### src/rtl/bullet_pool.sv
// Multi-slot projectile manager: moves up to NUM_SLOTS bullets once per frame,
// retires them at the field edge or on a target hit, and owns the target's HP.
module bullet_pool #(
  parameter int NUM_SLOTS = 4,
  parameter int X_W       = 12,
  parameter int Y_W       = 12,
  parameter int STEP      = 12,
  parameter int X_MIN     = -640,
  parameter int X_MAX     = 639,
  parameter int COOLDOWN  = 8,
  parameter int HP_WIDTH  = 3,
  parameter int HP_INIT   = 5
) (
  input  logic                     i_clk,
  input  logic                     i_rst,
  input  logic                     i_frame,
  input  logic                     i_reload,
  input  logic                     i_fire,
  input  logic                     i_dir,
  input  logic [X_W-1:0]           i_spawn_x,
  input  logic [Y_W-1:0]           i_spawn_y,
  input  logic [X_W-1:0]           i_tgt_xmin,
  input  logic [X_W-1:0]           i_tgt_xmax,
  input  logic [Y_W-1:0]           i_tgt_ymin,
  input  logic [Y_W-1:0]           i_tgt_ymax,
  input  logic                     i_tgt_shield,
  output logic [NUM_SLOTS-1:0]     o_valid,
  output logic [NUM_SLOTS*X_W-1:0] o_bx,
  output logic [NUM_SLOTS*Y_W-1:0] o_by,
  output logic                     o_fire_ack,
  output logic                     o_fire_drop,
  output logic                     o_hit,
  output logic                     o_blocked,
  output logic [HP_WIDTH-1:0]      o_tgt_hp,
  output logic                     o_dead,
  output logic                     o_busy,
  output logic                     o_overrun
);

  localparam int IDX_W = (NUM_SLOTS > 1) ? $clog2(NUM_SLOTS) : 1;
  localparam int CD_W  = (COOLDOWN > 0) ? $clog2(COOLDOWN + 1) : 1;

  localparam logic [1:0] ST_IDLE  = 2'd0;
  localparam logic [1:0] ST_MOVE  = 2'd1;
  localparam logic [1:0] ST_SPAWN = 2'd2;

  localparam logic signed [X_W:0]    STEP_E     = (X_W+1)'(STEP);
  localparam logic signed [X_W:0]    XMIN_E     = (X_W+1)'(X_MIN);
  localparam logic signed [X_W:0]    XMAX_E     = (X_W+1)'(X_MAX);
  localparam logic [IDX_W-1:0]       LAST_IDX   = IDX_W'(NUM_SLOTS - 1);
  localparam logic [CD_W-1:0]        COOLDOWN_V = CD_W'(COOLDOWN);
  localparam logic [HP_WIDTH-1:0]    HP_INIT_V  = HP_WIDTH'(HP_INIT);

  logic [1:0]                state;
  logic [IDX_W-1:0]          idx;
  logic [NUM_SLOTS-1:0]      valid;
  logic [NUM_SLOTS-1:0]      dir;
  logic signed [X_W-1:0]     bx [NUM_SLOTS];
  logic signed [Y_W-1:0]     by [NUM_SLOTS];
  logic [CD_W-1:0]           cooldown;
  logic                      pending;
  logic [HP_WIDTH-1:0]       hp;

  logic signed [X_W-1:0]     cur_x;
  logic signed [Y_W-1:0]     cur_y;
  logic signed [X_W:0]       cur_ext;
  logic signed [X_W:0]       nx;
  logic signed [X_W:0]       txmin_ext;
  logic signed [X_W:0]       txmax_ext;
  logic signed [Y_W-1:0]     tymin;
  logic signed [Y_W-1:0]     tymax;
  logic                      out_of_field;
  logic                      in_box;
  logic [HP_WIDTH-1:0]       hp_dec;
  logic                      free_found;
  logic [IDX_W-1:0]          free_idx;
  logic                      spawn_try;

  assign txmin_ext = {i_tgt_xmin[X_W-1], i_tgt_xmin};
  assign txmax_ext = {i_tgt_xmax[X_W-1], i_tgt_xmax};
  assign tymin     = i_tgt_ymin;
  assign tymax     = i_tgt_ymax;

  // Next position of the slot under the MOVE cursor, one bit wider so the edge test cannot wrap.
  always_comb begin
    cur_x        = bx[idx];
    cur_y        = by[idx];
    cur_ext      = {cur_x[X_W-1], cur_x};
    nx           = dir[idx] ? (cur_ext - STEP_E) : (cur_ext + STEP_E);
    out_of_field = (nx < XMIN_E) || (nx > XMAX_E);
    in_box       = (nx >= txmin_ext) && (nx <= txmax_ext) &&
                   (cur_y >= tymin) && (cur_y <= tymax);
    hp_dec       = (hp == '0) ? '0 : (hp - HP_WIDTH'(1));
  end

  // Lowest-index free slot; scanning downward lets the lowest index win.
  always_comb begin
    free_found = 1'b0;
    free_idx   = '0;
    for (int k = NUM_SLOTS - 1; k >= 0; k--) begin
      free_found = free_found | ~valid[k];
      free_idx   = valid[k] ? free_idx : IDX_W'(k);
    end
  end

  // A spawn attempt (ack or drop) consumes the pending request.
  assign spawn_try = (state == ST_SPAWN) && (cooldown == '0) && pending && !o_dead;

  // Frame FSM, slot storage, cooldown, HP and event pulses.
  always_ff @(posedge i_clk or posedge i_rst) begin
    if (i_rst) begin
      state       <= ST_IDLE;
      idx         <= '0;
      valid       <= '0;
      dir         <= '0;
      for (int k = 0; k < NUM_SLOTS; k++) begin
        bx[k] <= '0;
        by[k] <= '0;
      end
      cooldown    <= '0;
      pending     <= 1'b0;
      hp          <= HP_INIT_V;
      o_fire_ack  <= 1'b0;
      o_fire_drop <= 1'b0;
      o_hit       <= 1'b0;
      o_blocked   <= 1'b0;
      o_overrun   <= 1'b0;
    end else begin
      o_fire_ack  <= 1'b0;
      o_fire_drop <= 1'b0;
      o_hit       <= 1'b0;
      o_blocked   <= 1'b0;
      if (i_reload) begin
        state    <= ST_IDLE;
        idx      <= '0;
        valid    <= '0;
        dir      <= '0;
        for (int k = 0; k < NUM_SLOTS; k++) begin
          bx[k] <= '0;
          by[k] <= '0;
        end
        cooldown <= '0;
        pending  <= 1'b0;
        hp       <= HP_INIT_V;
      end else begin
        pending <= (pending & ~spawn_try) | (i_fire & ~o_dead);
        if (i_frame && (state != ST_IDLE)) begin
          o_overrun <= 1'b1;
        end
        case (state)
          ST_IDLE: begin
            if (i_frame) begin
              state <= ST_MOVE;
              idx   <= '0;
            end
          end
          ST_MOVE: begin
            if (valid[idx]) begin
              if (out_of_field) begin
                valid[idx] <= 1'b0;
              end else if (in_box) begin
                valid[idx] <= 1'b0;
                if (i_tgt_shield) begin
                  o_blocked <= 1'b1;
                end else begin
                  o_hit <= 1'b1;
                  hp    <= hp_dec;
                end
              end else begin
                bx[idx] <= nx[X_W-1:0];
              end
            end
            if (idx == LAST_IDX) begin
              state <= ST_SPAWN;
            end else begin
              idx <= idx + IDX_W'(1);
            end
          end
          ST_SPAWN: begin
            state <= ST_IDLE;
            if (cooldown != '0) begin
              cooldown <= cooldown - CD_W'(1);
            end else if (spawn_try) begin
              if (free_found) begin
                valid[free_idx] <= 1'b1;
                bx[free_idx]    <= i_spawn_x;
                by[free_idx]    <= i_spawn_y;
                dir[free_idx]   <= i_dir;
                o_fire_ack      <= 1'b1;
                cooldown        <= COOLDOWN_V;
              end else begin
                o_fire_drop <= 1'b1;
              end
            end
          end
          default: state <= ST_IDLE;
        endcase
      end
    end
  end

  for (genvar g = 0; g < NUM_SLOTS; g++) begin : g_pack
    assign o_bx[g*X_W +: X_W] = bx[g];
    assign o_by[g*Y_W +: Y_W] = by[g];
  end

  assign o_valid  = valid;
  assign o_tgt_hp = hp;
  assign o_dead   = (hp == '0);
  assign o_busy   = (state != ST_IDLE);

endmodule

### config.mk
export PLATFORM = sky130hd
export DESIGN_NAME = bullet_pool
export DESIGN_NICKNAME = d
export VERILOG_FILES = /design/src/rtl/bullet_pool.sv
export SDC_FILE = /design/constraint.sdc
export NUM_CORES = 1
export LEC_CHECK = 0
export CORE_AREA = 5 5 133 135
export CTS_BUF_LIST = sky130_fd_sc_hd__clkbuf_4
export CTS_CLUSTER_DIAMETER = 60
export DETAILED_ROUTE_END_ITERATION = 10
export DIE_AREA = 0 0 138 140
export GPL_ROUTABILITY_DRIVEN = 0
export HOLD_SLACK_MARGIN = 0.15
export PLACE_DENSITY = 0.78
export RECOVER_POWER = 25
export SYNTH_ARGS = -nofsm -noshare
export SYNTH_HDL_FRONTEND = slang
export SYNTH_SLANG_ARGS = --single-unit
### constraint.sdc
create_clock -name i_clk -period 7.6 [get_ports i_clk]
set_input_delay 1.52 -clock i_clk [delete_from_list [all_inputs] [get_ports i_clk]]
set_output_delay 1.52 -clock i_clk [all_outputs]
set_load 0.01 [all_outputs]
Word-level counts from Yosys, hierarchy flattened:

Index checks and enable logic that the tools add are counted.

* register bits after elaboration: 121
* output and inout port bits: 110
* logic and storage cells: 205

* $add $sub $neg: 5
* magnitude comparators: 14
* equality and inequality tests: 16
* mux-type cells: 96
* bitwise operators: 18
* reduce and logical (&&, ||, !) cells: 36

Operators by type and width (number)
* 48-bit 2-to-1 mux: 12
* 48-bit bitwise mux: 3
* 48-bit one-hot mux with 2 select lines: 1
* 12-bit 2-to-1 mux: 6
* 4-bit 2-to-1 mux: 17
* 12-bit binary-select mux with 2-bit select: 2
* 12-bit demux with 2-bit select: 2
* 1-bit 2-to-1 mux: 27
* 3-bit != test (second input constant): 9
* 3-bit 2-to-1 mux: 7
* 2-bit 2-to-1 mux: 10
* 2-bit nonzero test: 7
* 12-bit by 5-bit adder with 13-bit output (second input constant): 1
* 13-bit by 12-bit >= comparator with 1-bit output: 1
* 13-bit by 11-bit greater-than comparator with 1-bit output (second input constant): 1
* 13-bit by 12-bit less-or-equal comparator with 1-bit output: 1
* 13-bit by 11-bit < comparator with 1-bit output (second input constant): 1
* 13-bit 2-to-1 mux: 1
* 12-bit by 5-bit subtractor with 13-bit output (second input constant): 1
* 12-bit >= comparator: 1
* 12-bit less-or-equal comparator: 1
* 3-bit nonzero test: 4
* 1-bit logical AND: 11
* 2-bit one-hot mux with 2 select lines: 2
* other kinds (34): 56

Logic depth before layout (Yosys ltp):

* word-level depth: 15
* mapped depth: 21
* gate-level depth less buffers: 18

Worst setup path after synthesis:

Ideal clock, no wire load.

* kind: flip-flop to flip-flop
* start point: register idx[0]
* end point: register bx (netlist bit o_bx[0])
* setup time: 125 ps
* data arrival time: 5458 ps
* required time: 7475 ps
* setup slack: 2018 ps
* stages on the path, launching flop included: 20
* buffers on the path: 3
* cell sequence: dfrtp_1 buf_6 buf_1 mux4_2 fa_1 a21o_1 a221oi_1 xnor2_1 ha_1 nand2_1 nor3_1 a2111oi_0 a21oi_1 maj3_1 a21o_1 nand3_1 o21ai_0 a21oi_1 buf_2 mux2_2

* longest elaborated chain between the ends: 12
* elaborated cells on any way between the ends: 39
* classes of those cells: 2 x add/sub; 8 x order compare; 3 x eq/ne; 19 x mux; 1 x bitwise; 6 x reduce/logical

RTL lines
* from (decl): RTL line 55 `logic [IDX_W-1:0] idx;`
* from (signal assigned): RTL line 176 `idx <= idx + IDX_W'(1);`
* 2-bit NOT with 3-bit output (not written as such): RTL line 86, 87, 170
* 12-bit binary-select mux with 2-bit select: RTL line 86 `cur_x = bx[idx];`
* 12-bit 2-to-1 mux (not written as such) (2 in series): RTL line 86
* 12-bit by 5-bit adder with 13-bit output or 12-bit by 5-bit subtractor with 13-bit output (tied branches): RTL line 89 `nx = dir[idx] ? (cur_ext - STEP_E) : (cur_ext + STEP_E);`
* 13-bit 2-to-1 mux: RTL line 89
* 13-bit by 12-bit >= comparator with 1-bit output, or another cell as far along: RTL line 91 `in_box = (nx >= txmin_ext) && (nx <= txmax_ext) &&`
* 1-bit logical AND or 48-bit 2-to-1 mux (tied branches): RTL line 91, 161
* 1-bit logical AND or 48-bit 2-to-1 mux (tied branches): RTL line 91, 159
* 1-bit logical AND or 48-bit 2-to-1 mux (tied branches): RTL line 92, 158
* 3-bit != test (no line) or 48-bit one-hot mux with 2 select lines (tied branches)
* 7-bit AND reduction (no line) or 48-bit 2-to-1 mux (tied branches)
* to (signal, indexed assignment): RTL line 170 `bx[idx] <= nx[X_W-1:0];`
* to (signal, indexed assignment): RTL line 186 `bx[free_idx] <= i_spawn_x;`
* to (decl): RTL line 58 `logic signed [X_W-1:0] bx [NUM_SLOTS];`

Parallel ways exist; a longest one is shown, timed or not. The select of a mux whose other input is x is not followed.
A chain may end at the register's enable or synchronous reset.

Worst setup path after layout:

* start point: register idx[0]
* end point: register bx (netlist bit o_bx[36])

Same word-level chain as after synthesis.

==> impl_metrics.csv <==
group,metric,value,unit
global_route,first_global_vias,7273,
synth,yosys-top-cells-area,"dfrtp_1, ha_1, mux4_2",
routing,vias,7183,
synth,synth_area,8031,um^2
placed_design,dp.final_hpwl,18370,um
synth,syn_area_per_cell,9.771,um^2
global_route,grt_usage,0.2562,
floorplanning,die_w,138,um
setup_path,critPathLaunchType,"flip-flop",
synth,yosysWarnings,0,
placed_design,pre_cts_ws,1.210,ns
synth,yosys_register_bits,121,
sta,setup_viol,0,
floorplanning,coreArea,16350,um^2
floorplanning,die_area,19320,um^2
cts,htree_num_levels,4,
synth,syn_inst,822,
setup_path,cp_num_buf_inv,1,
cts,insertion_delay,0.56,ns
synth,synth_edf_count,0,
sta,period_needed,6.497,ns
setup_path,startpoint,"idx[0]$_DFFE_PP0P_",
sta,fin_crit_sh,0.8549,
setup_path,required,8.04,ns
worst_hold_path,min-delay-start,"o_overrun$_DFFE_PP0P_",
cts,cts_tree,"built",
power_and_ir_drop,worst_ir_drop_vdd,77.90,uV
sta,rsz0062_at_grt,"no",
synth,ys_types,70,
sta,worst_pin_slew,3.305,ns
global_route,grt_max_degree,74,
synth,synth.largest_area_cell,"dfrtp_1",
cells_and_area,final_nets,1144,
global_route,antenna_found_initial,2,
cts,ctsLongestPathBuffers,2,
floorplanning,die_y,140,um
sta,max_slew_margin,-1.203,
cts,numClockSinks,121,
routing,drc_errors,0,
floorplanning,io_pins,189,
cts,path_clk_slew,0.11,ns
cts,ctsResizeCount,0,
setup_path,path_class,"flip-flop to flip-flop",
cts,cts_root_buf,"clkbuf_4",
run_status,violations,"max-capacitance violations, max-slew violations",
setup_path,crit_slowest_cell,"dfrtp_2",
synth,async_flop_share,1.000,
sta,drv_slew,144,
routing,wl,24920,um
synth,syn-num-nets,967,
worst_hold_path,hp-class,"flip-flop to flip-flop",
sta,setup_slack,1.103,ns
routing,drt_iter0_drc,643,
global_route,overflow,0,
cts,numCtsBuffers,17,
floorplanning,initial_core_util,0.4913,
sta,tns,0,ns
sta,holdWs,0.4854,ns
cells_and_area,mostFrequentLayoutCell,"clkdlybuf4s50_1",
setup_path,worst_setup_path_end_kind,"flip-flop",
run_status,status,"finished, violations left",
sta,final_hold_viol_count,0,
routing,first_pass_iters,5,
cells_and_area,drive_above_1_share,0.1374,
cells_and_area,layout_common_cells,"clkdlybuf4s50_1, dfrtp_1, nand2_1, a21oi_1, ha_1",
routing,wl_per_cell,20.21,um
sta,timing.fmax,0.1539,GHz
floorplanning,placement_rows,47,
routing,ant_nets,0,
routing,via_per_inst,5.826,
global_route,grt_pass1_wl,39620,um
sta,clock_skew,0.02457,ns
setup_path,r2r-start,"idx[0]$_DFFE_PP0P_",
synth,synth_top_area_share,0.3708,
setup_path,crit_family,"compound AO/OA/AOI/OAI gates",
setup_path,worstPathArrival,6.94,ns
cts,hold_buffers,0,
setup_path,critPathMaxStageDelay,0.89,ns
setup_path,worstPathMaxFanout,24,
synth,seq_area_frac_synth,0.3773,
synth,synth_flop_cell,"dfrtp_1",
cells_and_area,syn2layout_area_growth,28.77,%
cts,cts_setup_buffers,0,
power_and_ir_drop,leakagePower,4.611,nW
flow_run,drv_cap,2,
setup_path,crit_chain,"mux4_2 -> ha_1 -> a21o_1 -> a221oi_1 -> xnor2_1 -> ha_1 -> nand2_1 -> nor3_1 -> a2111oi_0 -> a21oi_1 -> maj3_1 -> a21o_1 -> nand3_1 -> o21ai_0 -> a21oi_1 -> buf_4 -> mux2_2",
power_and_ir_drop,pwr_density_cell,140.6,nW/um^2
placed_design,io_buffer_count,188,
==> sequential cells by signal, indices dropped and copies added (netlist names), 2 cells and up <==
| name | flops |
|---|---|
| o_bx | 48 |
| state | 2 |
| o_valid | 4 |
| idx | 2 |
| o_by | 48 |
| dir | 4 |
| o_tgt_hp | 3 |
| cooldown | 4 |
==> final timing paths <==
kind	cells past startpoint	endpoint	slack, ns
max	17	o_bx[36]$_DFFE_PP0P_	1.10
min	1	o_overrun$_DFFE_PP0P_	0.49
max reg2reg	17	o_bx[36]$_DFFE_PP0P_	1.10
min reg2reg	1	o_overrun$_DFFE_PP0P_	0.49
max in group asynchronous	3	o_by[14]$_DFFE_PP0P_	3.62
min in group asynchronous	2	o_bx[35]$_DFFE_PP0P_	2.28
==> cells in the mapped netlist (all sizes together) (15+ instances only) <==
| master | number |
|---|---|
| mux2i | 15 |
| a21oi | 72 |
| dfrtp | 119 |
| mux2 | 48 |
| clkbuf | 27 |
| inv | 65 |
| nand2 | 113 |
| nor2 | 49 |
| a22o | 36 |
| mux4 | 26 |
| o21ai | 34 |
| ha | 65 |
==> cells by family after synthesis <==
group / synth area share
muxes: 0.1589
AOI/OAI and AO/OA: 0.1578
adders and majority gates: 0.1050
xor gates and xnor gates: 0.008723
DFF: 0.3773
and+or+nand+nor: 0.1348
buffers and inverters: 0.05748
==> metal layers <==
| layer | track usage | wire length (um) | up-vias |
|---|---|---|---|
| met3 | 0.05692 | 1779 | 77 |
| met4 | 0.1045 | 867 | 2 |
| met2 | 0.4121 | 11910 | 359 |
| met5 | 0 | 13 | - |
| li1 | - | - | 3300 |
| met1 | 0.3377 | 10350 | 3445 |
==> metrics by stage <==
step | utilization | power, mW | instance area [um^2] | instances
2_1_floorplan | - | 0.8556 | 8031 | 822
5_1_grt | 0.6326 | 1.519 | 10340 | 1233
3_5_place_dp | 0.6152 | 0.9829 | 10060 | 1200
4_1_cts | 0.6328 | 1.457 | 10340 | 1232
3_3_place_gp | 0.6152 | 0.9745 | 10060 | 1200
6_report | 0.6326 | 1.454 | 10340 | 1233
==> power by group <==
group | leakage, nW | total, mW | switching, mW | internal, mW
clock network | 0.162 | 0.479 | 0.242 | 0.237
logic | 2.78 | 0.306 | 0.168 | 0.139
registers | 1.67 | 0.669 | 0.0152 | 0.654
==> cell type report <==
cell class | instances | area, um^2
fillers | 1397 | 6006
multi-input cells | 595 | 4544
flip-flops and latches | 121 | 3032
repair buffers | 199 | 1956
well taps | 220 | 275.3
inverters | 65 | 245.2
clock buffers | 21 | 157.7
clock inverters | 11 | 130.1
diodes | 1 | 2.502
Note: power is estimated with default switching activity, not from simulation.
==> patch: new RTL, same settings <==
Put one more register stage on the output `o_overrun`, with the module's reset. The value now appears one clock later. The other outputs are not delayed to match.
--- a/src/rtl/bullet_pool.sv
+++ b/src/rtl/bullet_pool.sv
@@ -51,6 +51,8 @@
   localparam logic [CD_W-1:0]        COOLDOWN_V = CD_W'(COOLDOWN);
   localparam logic [HP_WIDTH-1:0]    HP_INIT_V  = HP_WIDTH'(HP_INIT);
 
+  logic o_overrun_s0;
+
   logic [1:0]                state;
   logic [IDX_W-1:0]          idx;
   logic [NUM_SLOTS-1:0]      valid;
@@ -124,7 +126,7 @@
       o_fire_drop <= 1'b0;
       o_hit       <= 1'b0;
       o_blocked   <= 1'b0;
-      o_overrun   <= 1'b0;
+      o_overrun_s0 <= 1'b0;
     end else begin
       o_fire_ack  <= 1'b0;
       o_fire_drop <= 1'b0;
@@ -145,7 +147,7 @@
       end else begin
         pending <= (pending & ~spawn_try) | (i_fire & ~o_dead);
         if (i_frame && (state != ST_IDLE)) begin
-          o_overrun <= 1'b1;
+          o_overrun_s0 <= 1'b1;
         end
         case (state)
           ST_IDLE: begin
@@ -209,5 +211,13 @@
   assign o_dead   = (hp == '0);
   assign o_busy   = (state != ST_IDLE);
 
+  always_ff @(posedge i_clk or posedge i_rst) begin
+    if (i_rst) begin
+      o_overrun <= '0;
+    end else begin
+      o_overrun <= o_overrun_s0;
+    end
+  end
+
 endmodule
 
Behaviour: not the same (a bounded check fails within 4 cycles, from zero or initial values and one cycle with i_rst high).
==> patch against the unedited design <==
- the run still ends with capacitance limit, slew limit left
- count of clock-buffer cells in the layout shrank 2
- core utilization is 1.7 points higher
- area after synthesis up 3.4%
- worst hold slack got worse by 96 ps
- first-iteration DRC count increased by 8.4%
- sequential power is 3.1% higher
- wire length increased by 6.7%
- combinational power grew 15%
- cell area grew 2.6%
- die area did not move
- total power up 5.2%
- sequential cell count grew 1
- worst setup slack better by 240 ps
- largest cell class unchanged
- largest power group unchanged
- highest routed layer unchanged
==> patch: results (changes against the unedited design) <==
[hold_path]
min_from = o_overrun_s0  ; was o_overrun
holdPathStages = 0  ; was 1
hold_class = reg -> reg  ; unchanged
hold_end = o_overrun  ; unchanged

[global_route]
track_usage_pct = 27.0  ; was 25.6%
grt_pass1_wl_um = 41700  ; was 39,600 um
grt_pass1_vias = 7561  ; was 7,273
grt_max_degree = 87  ; was 74

[synthesis]
synthMuxAreaShare_pct = 17.3  ; was 15.9%
async_flop_share_pct = 100  ; unchanged
synthAdderAreaFrac_pct = 10.0  ; was 10.5%
synth_area_per_cell_sq_um = 9.78  ; was 9.77 sq um
synth_commonest_cells = nand2_1, dfrtp_1, a21oi_1  ; was dfrtp_1, nand2_1, a21oi_1
synth_cell_types = 65  ; was 70
synth_fp_nets = 994  ; was 967
synth_compound_area_share_pct = 15.8  ; about the same
ys_seq_area_share_pct = 36.8  ; was 37.7%
ys_dominant_reg_cell = dfrtp_1  ; unchanged
synth-xor-area-share_pct = 0.934  ; was 0.872%
synthTopCellsByArea = dfrtp_1, ha_1, mux2_4, mux4_2, nand2_1  ; was dfrtp_1, ha_1, mux4_2, mux2_2, nand2_1

[detailed_routing]
avgViaCountPerCell = 5.98  ; was 5.83
dr.first_iter.drc_count = 697  ; was 643
avgRoutedWirePerCell_um = 21.2  ; was 20.2 um
first_pass_iters = 7  ; was 5
vias = 7510  ; was 7,183

[setup_path]
reg2reg_slack_ps = 1340  ; was 1100 ps
reg2reg_from = idx[1]  ; was idx[0]
r2r_cells = 17  ; unchanged
worst_ep_arrival_time_ps = 6700  ; was 6940 ps
rr_endpoint = o_bx[35]  ; was o_bx[36]
path_max_fanout = 18  ; was 24

[placed_design]
hpwl_um = 19500  ; was 18,400 um
dp_cells = 1222  ; was 1,200
io_buffers = 188  ; unchanged

[power_and_ir_drop]
leakagePower_uw = 0.00489  ; was 0.00461 uW
p_int_uw = 1060  ; was 1030 uW
peakVddDrop_mv = 0.0979  ; was 0.0779 mV

[run_status]
status = complete, but fails checks  ; unchanged
violations = capacitance limit, slew limit  ; unchanged

[sta]
worst_pin_slew_ps = 3260  ; was 3300 ps
final_max_slew_viol_count = 199  ; was 144
fin_setup_tns_ps = 0  ; unchanged
fin_skew_ps = 15.3  ; was 24.6 ps

[layout]
drive_above_1_share_pct = 12.5  ; was 13.7%
fill_cells = 1357  ; was 1,397
nNetsFinal = 1166  ; was 1,144

[clocking]
clk_pin_slew_ps = 110  ; about the same
cts-resized-gates = 0  ; unchanged

[run]
cap_violations = 3  ; was 2

patch: cells by family after synthesis:
| family | after synthesis |
|---|---|
| compound gates | 199 |
| xor+xnor | 8 |
| fa+ha+maj | 66 |
| buf+inv | 106 |
| flops | 122 |
| mux | 90 |
| simple gates | 258 |
patch: through the flow:
step / cell area [sq um] / util (%) / hold slack [ps] / setup slack, ps
floorplan: 8310 / - / 355 / 2160
global placement: 10300 / 63.2 / 368 / 1740
detailed placement: 10300 / 63.2 / 369 / 1580
CTS: 10600 / 65.0 / 391 / 1500
global route: 10600 / 64.9 / 417 / 1040
finish: 10600 / 64.9 / 389 / 1340
patch: layout make-up:
class / instances / area [sq um] / area share, %
multi-input cells: 621 / 4820 / 45.4
clock buffers: 19 / 143 / 1.34
well taps: 220 / 275 / 2.59
inverters: 64 / 241 / 2.28
diodes: 1 / 2.50 / 0.0236
repair buffers: 195 / 1920 / 18.1
clock inverters: 13 / 151 / 1.43
flip-flops and latches: 122 / 3060 / 28.8
patch: routing by layer:
layer / share of wire, % / global-route usage [%] / vias to the layer above
met1: 40 / 34.8 / 3620
met3: 8.8 / 6.65 / 87
li1: - / - / 3390
met4: 4.0 / 11.2 / 2
met2: 47 / 43.6 / 411
met5: 0.049 / 0 / -
patch: power groups by stage:
stage,registers [uW],clock network (uW),logic [uW]
2_1_floorplan,693,0,216
3_3_place_gp,702,0,338
3_5_place_dp,701,0,345
4_1_cts,689,492,346
5_1_grt,692,523,379
6_report,690,488,351
patch: worst max path at each step:
| stage | startpoint | to | slack [ps] | cells past startpoint |
|---|---|---|---|---|
| floorplan | idx[0] | o_bx[0] | 2160 | 19 |
| global placement | idx[1] | o_bx[46] | 1740 | 17 |
| detailed placement | idx[1] | o_bx[47] | 1580 | 17 |
| CTS | idx[1] | o_bx[47] | 1500 | 17 |
| global route | idx[1] | o_bx[35] | 1040 | 17 |
| finish | idx[1] | o_bx[35] | 1340 | 17 |
patch: worst max-delay path, cell delays in order (launching register included):
cell and delay (ps):
dfrtp_1 980, buf_4 370, mux4_2 330, ha_1 270, or4_1 560, a21o_1 230, a2111oi_0 330, nand3b_1 340
ha_1 320, nand3_1 120, nor2_1 60, a211oi_1 230, a32oi_1 80, o21ai_0 170, a221o_1 260, a21boi_4 120
o21ai_2 940, mux2_2 420
